===== config.mk =====
export PLATFORM = sky130hd
export DESIGN_NAME = fetch_unit
export DESIGN_NICKNAME = d
export VERILOG_FILES = /design/src/rtl/fetch_unit.sv
export SDC_FILE = /design/constraint.sdc
export NUM_CORES = 1
export LEC_CHECK = 0
export ABC_AREA = 1
export BUFFER_PORTS_ARGS = -buffer_cell sky130_fd_sc_hd__buf_2
export CELL_PAD_IN_SITES_DETAIL_PLACEMENT = 0
export CELL_PAD_IN_SITES_GLOBAL_PLACEMENT = 2
export CORE_ASPECT_RATIO = 1.25
export CORE_MARGIN = 2
export CORE_UTILIZATION = 30
export DETAILED_ROUTE_END_ITERATION = 6
export PLACE_DENSITY_LB_ADDON = 0.1
export SYNTH_ARGS = -nofsm -noshare
export SYNTH_HDL_FRONTEND = slang
export SYNTH_SLANG_ARGS = --single-unit

===== constraint.sdc =====
create_clock -name clk_i -period 4.3 [get_ports clk_i]
set_clock_uncertainty 0.15 [all_clocks]
set_input_delay 0.86 -clock clk_i [delete_from_list [all_inputs] [get_ports clk_i]]
set_output_delay 0.86 -clock clk_i [all_outputs]
set_load 0.05 [all_outputs]

===== src/rtl/fetch_unit.sv =====
// Instruction fetch stage: drives the PC register input, fetches through a req/ack port and
// feeds decode through the IF/ID register, with a one-entry skid buffer for decode back-pressure.
module fetch_unit #(
    parameter int unsigned INST_ADDR_WIDTH = 16,
    parameter int unsigned INST_WIDTH      = 16
) (
    input  logic                       clk_i,
    input  logic                       rst_ni,
    input  logic [INST_ADDR_WIDTH-1:0] pc_cur_i,
    output logic [INST_ADDR_WIDTH-1:0] pc_next_o,
    output logic                       imem_req_o,
    output logic [INST_ADDR_WIDTH-1:0] imem_addr_o,
    input  logic                       imem_ack_i,
    input  logic [INST_WIDTH-1:0]      imem_data_i,
    input  logic                       br_taken_i,
    input  logic [INST_ADDR_WIDTH-1:0] br_target_i,
    input  logic                       id_stall_i,
    output logic                       if_valid_o,
    output logic [INST_WIDTH-1:0]      if_inst_o,
    output logic [INST_ADDR_WIDTH-1:0] if_pc_o
);

    typedef enum logic [0:0] {StFetch, StBlocked} state_e;

    state_e                     state_q, state_d;
    logic                       if_valid_q, if_valid_d;
    logic [INST_WIDTH-1:0]      if_inst_q, if_inst_d;
    logic [INST_ADDR_WIDTH-1:0] if_pc_q, if_pc_d;
    logic [INST_WIDTH-1:0]      buf_inst_q, buf_inst_d;
    logic [INST_ADDR_WIDTH-1:0] buf_pc_q, buf_pc_d;
    logic                       slot_free;

    assign imem_addr_o = pc_cur_i;
    assign if_valid_o  = if_valid_q;
    assign if_inst_o   = if_inst_q;
    assign if_pc_o     = if_pc_q;

    always_comb begin
        state_d    = state_q;
        if_valid_d = if_valid_q;
        if_inst_d  = if_inst_q;
        if_pc_d    = if_pc_q;
        buf_inst_d = buf_inst_q;
        buf_pc_d   = buf_pc_q;
        pc_next_o  = pc_cur_i;
        slot_free  = !if_valid_q || !id_stall_i;
        imem_req_o = rst_ni && (state_q == StFetch);

        if (!rst_ni) begin
            // Registers are held by the async reset; keep the PC input stable meanwhile.
            pc_next_o = pc_cur_i;
        end else if (br_taken_i) begin
            pc_next_o  = br_target_i;
            if_valid_d = 1'b0;
            buf_inst_d = '0;
            buf_pc_d   = '0;
            state_d    = StFetch;
        end else begin
            unique case (state_q)
                StFetch: begin
                    if (imem_ack_i) begin
                        pc_next_o = pc_cur_i + INST_ADDR_WIDTH'(1);
                        if (slot_free) begin
                            if_valid_d = 1'b1;
                            if_inst_d  = imem_data_i;
                            if_pc_d    = pc_cur_i;
                        end else begin
                            buf_inst_d = imem_data_i;
                            buf_pc_d   = pc_cur_i;
                            state_d    = StBlocked;
                        end
                    end else if (if_valid_q && !id_stall_i) begin
                        if_valid_d = 1'b0;
                    end
                end
                StBlocked: begin
                    if (!id_stall_i) begin
                        if_valid_d = 1'b1;
                        if_inst_d  = buf_inst_q;
                        if_pc_d    = buf_pc_q;
                        state_d    = StFetch;
                    end
                end
                default: state_d = StFetch;
            endcase
        end
    end

    always_ff @(posedge clk_i or negedge rst_ni) begin
        if (!rst_ni) begin
            state_q    <= StFetch;
            if_valid_q <= 1'b0;
            if_inst_q  <= '0;
            if_pc_q    <= '0;
            buf_inst_q <= '0;
            buf_pc_q   <= '0;
        end else begin
            state_q    <= state_d;
            if_valid_q <= if_valid_d;
            if_inst_q  <= if_inst_d;
            if_pc_q    <= if_pc_d;
            buf_inst_q <= buf_inst_d;
            buf_pc_q   <= buf_pc_d;
        end
    end

endmodule


Word level (Yosys, flattened, before mapping) --
Cells that the tools add are included.
Operators by class: $add $sub $neg 1, equality and inequality tests 8, muxes and demuxes 31, bitwise logic cells 2, reductions and logical operators 9
Operators by type and width (count):
- 16-bit two-way mux | 18
- 16-bit case mux with 2 select lines | 2
- 16-bit by 1-bit adder with 16-bit output (second input constant) | 1
- 2-bit inequality test (second input constant) | 5
- 1-bit two-way mux | 9
- 4-bit AND reduction | 2
- 5-bit AND reduction | 1
- 4-bit by 3-bit inequality test with 1-bit output (second input constant) | 1
- 4-bit inequality test (second input constant) | 1
- 1-bit case mux with 2 select lines | 2
- 3-bit inequality test (second input constant) | 1
- 1-bit logical AND | 2
- 1-bit logical NOT | 2
- 1-bit inverter | 2
- 2-bit nonzero test | 1
- 1-bit logical OR | 1
Storage, ports and cells: flip-flop bits (word level) 66, input port bits 53, output and inout bits 66, logic and storage cells 57

Depth between registers and ports, before layout --
depth in word-level cells 6, depth in mapped cells 10, mapped depth without buffers 9

Least setup slack after synthesis --
OpenSTA, ideal clock, no wires.
path type input-to-output, from input pc_cur_i[0], to output pc_next_o[7], arrival time 2.429 ns, data required time 3.290 ns, setup slack 0.861 ns, cell stages on the path 6, path buffers 0, path through inv_1 nor2_1 nand2_1 nor2_2 nor3_1 o21ai_0
On the way: cells in the longest elaborated chain, start to end 5
RTL lines:
- start, declared | line 9 | input logic [INST_ADDR_WIDTH-1:0] pc_cur_i,
- 16-bit by 1-bit adder with 16-bit output | line 62 | pc_next_o = pc_cur_i + INST_ADDR_WIDTH'(1);
- 16-bit two-way mux | line 61 | if (imem_ack_i) begin
- 16-bit two-way mux | line 59 | unique case (state_q)
- 16-bit two-way mux | line 52 | end else if (br_taken_i) begin
- 16-bit two-way mux | line 49 | if (!rst_ni) begin
- end, declared | line 10 | output logic [INST_ADDR_WIDTH-1:0] pc_next_o,
No other way between the ends.

Worst setup path after layout --
from input br_taken_i, to output pc_next_o[13]
On the way: cells in the longest elaborated chain, start to end 2
RTL lines:
- start, declared | line 15 | input logic br_taken_i,
- 16-bit two-way mux | line 52
- 16-bit two-way mux | line 49
No other way between the ends.

==> impl_results.md <==
* Vias per cell at 4.709
* CTS tree: done
* Max FO, Critical Path at 20
* XOR/XNOR Fraction of Synth Area at 0%
* Top cells by area in the synthesized netlist: dfrtp_1 (42%), nand2_1 (16%), o21ai_0 (6.9%), o21ai_2 (5.4%), buf_4 (4.2%)
* Share of cells above drive strength 1 at 28.32%
* DRC viols at 0
* Slew HR at 54.52%
* Drt first pass iters at 5
* Post-CTS resize count at 0
* Die Y at 131.7 µm
* First-pass GRT wire length at 18210 µm
* Vias in the first global route at 3473
* Synth cell types at 32
* Clock transition at path regs at 50 ps
* Slew Limit Fails at 0
* Area Overhead vs Synth at 21.63%
* Core area at 12720 µm²
* Most frequent cells in the layout: nand2_1 (163), buf_2 (117), dfrtp_1 (66)
* Initial antenna violation count at 0
* Endpoints failing setup at 0
* Status: complete, no violations
* Hold Path Class: reg2reg
* Post-synthesis compound-gate area fraction at 20.15%
* 1st-iter DRT viols at 281
* Vias at 3701
* Worst Setup Start Kind: input pin
* Slowest stage cell on the critical path: buf_2
* Syn_area_per_cell at 7.436 µm²
* Post-synthesis net count at 580
* Die Area at 13970 µm²
* Final WS setup at 999.5 ps
* Share of the synthesized area in the top cell type at 42.23%
* CP Cell Sequence: buf_2 > buf_4 > nor2_2 > nand2_1 > nor2_1 > nand4_1 > nand2_1 > nand2_1 > nand2_1 > buf_2
* Hold depth at 2
* EDFF count, synth at 0
* Combined buffer and inverter count along the critical path at 3
* RSZ-0062 raised after global routing: no
* Routed wire length at 11080 µm
* Synth Area in Adders at 0.3199%
* Total Power at 2505 µW
* Root buffer cell: clkbuf_16
* Ant. Diodes at 0
* Row Count at 46
* Clk sink count at 66
* Sequential area share after synthesis at 42.23%
* Port Buf Inserts at 118
* Reg2Reg Setup Slack at 1930 ps
* Post-DRT Antenna Nets at 0
* Most common cell after layout, fill and taps aside: nand2_1
* Grt ovf at 0
* CTS max path bufs at 2
* Worst-margin pin slew at 681.2 ps
* Crit Path Class: in2out
* Synth Cell Area at 3911 µm²
* Crit path max-delay family: buffers and inverters
* Initial Util at 30.75%
* Final period util at 76.76%
* Max IR drop VDD at 202.7 µV
* Yosys reg bits at 66
* Worst-Skew Late Latency at 330 ps
* R2R cell count at 8
* CP most frequent cell: nand2_1
* Static Leak at 0.002420 µW
* Min-delay src: buf_pc_q[15]
* CP Data Arrival Time at 2290 ps
* Final Util at 37.40%
* Critical path's largest stage delay at 250 ps
* Ys Warns at 0
* Largest net degree at the start of global routing at 49
* DP Worst Slack at 988.2 ps
* RD Place Congestion at 0.8024
* Die W at 106.1 µm
* Setup TNS at 0 ps
* Hold endpoint: buf_pc_q[15]
* Hold buffers post-CTS at 0
* Fmax at 303.0 MHz
* Post-synth ARST share at 100.0%
* H-tree depth at 3
* FF-to-FF End: if_inst_o[15]
* Crit. End Element: output port
* Min Clock Period, post-route at 3300 ps
* Largest family of logic cells by synthesized area: simple AND/OR/NAND/NOR gates
* Yosys top cell by area: dfrtp_1
* Max cap viols at 0
* Post-CTS Setup Repair Bufs at 0
* GRT Util Overall at 16.34%
* Routed wire per std cell at 14.10 µm
* Cell Pwr Density at 526.6 nW/µm²
* Final net count at 669
* Top FF cell, synth: dfrtp_1
* Mux cell area share after synthesis at 0%
* Critical Path RT at 3290 ps
* FF-to-FF Start: state_q
* Hold Violations, Final at 0
* Num CTS Buffers at 9
* Synth Area in Simple Gates at 24.47%
* IO Pins at 119
* Hpwl dp at 7893 µm
* Cells after Synth at 526
==> cells by family (layout without fill, tap and decap cells) <==
kind of cell	after synthesis	in the layout
adder cells (fa/ha/maj)	1	1
flip-flops	66	66
AO/OA/AOI/OAI	132	132
buffers and inverters	92	184
AND/OR/NAND/NOR	235	235
==> area by class of cell <==
type | count | area, µm²
fillers | 1398 | 7963
multi-input cells | 368 | 1758
flip-flops and latches | 66 | 1652
repair buffers | 124 | 638.1
clock buffers | 12 | 266.5
well taps | 168 | 210.2
inverters | 46 | 172.7
clock inverters | 2 | 60.06
==> worst max path at each step <==
stage / from / endpoint / slack, ps / cells past startpoint
2_1_floorplan: pc_cur_i[0] / pc_next_o[7] / 860 / 6
3_3_place_gp: br_taken_i / pc_next_o[7] / 1030 / 7
3_5_place_dp: br_taken_i / pc_next_o[4] / 990 / 8
4_1_cts: br_taken_i / pc_next_o[4] / 980 / 8
5_1_grt: state_q / pc_next_o[6] / 800 / 8
6_report: br_taken_i / pc_next_o[13] / 1000 / 10
==> sequential cells by signal (all words and copies together) (netlist names) <==
| name | cells |
|---|---|
| buf_inst_q | 16 |
| buf_pc_q | 16 |
| if_inst_o | 16 |
| if_pc_o | 16 |
| if_valid_o | 1 |
| state_q | 1 |
==> tightest hold or removal path: cells and delay by family, from the launching register on <==
kind / cells / cell delay (ps)
flip-flops: 1 / 340
AND/OR/NAND/NOR: 2 / 100
==> power by group <==
part	internal [µW]	switching (µW)	total, µW	leakage (µW)
sequential	756	64.1	820	0.000842
combinational	211	675	886	0.00142
clock	548	251	799	0.000161
==> synthesized netlist by cell type, drive strengths merged, types with 5 or more instances <==
library cell	instances
o31ai	5
dfrtp	66
inv	46
o21ai	107
nand2	164
clkbuf	5
buf	41
a21oi	11
nor2	32
nand3	30
==> per-layer routing <==
layer | vias to the layer above | part of all wire, % | GRT usage [%]
met5 | - | 0 | 0
met4 | 0 | 2.0 | 5.702
met3 | 11 | 3.9 | 2.530
met2 | 111 | 45 | 25.57
met1 | 1701 | 49 | 22.81
li1 | 1878 | - | -
==> stage by stage <==
step                      instance area, µm²  std cells  hold slack, ps
after detailed placement                4431        772           310.8
after floorplan                         3911        526           293.8
after global routing                    4757        786           341.3
final                                   4757        786           323.1
after CTS                               4757        786           326.0
after global placement                  4431        772           309.1
(Power assumes the default switching activity.)
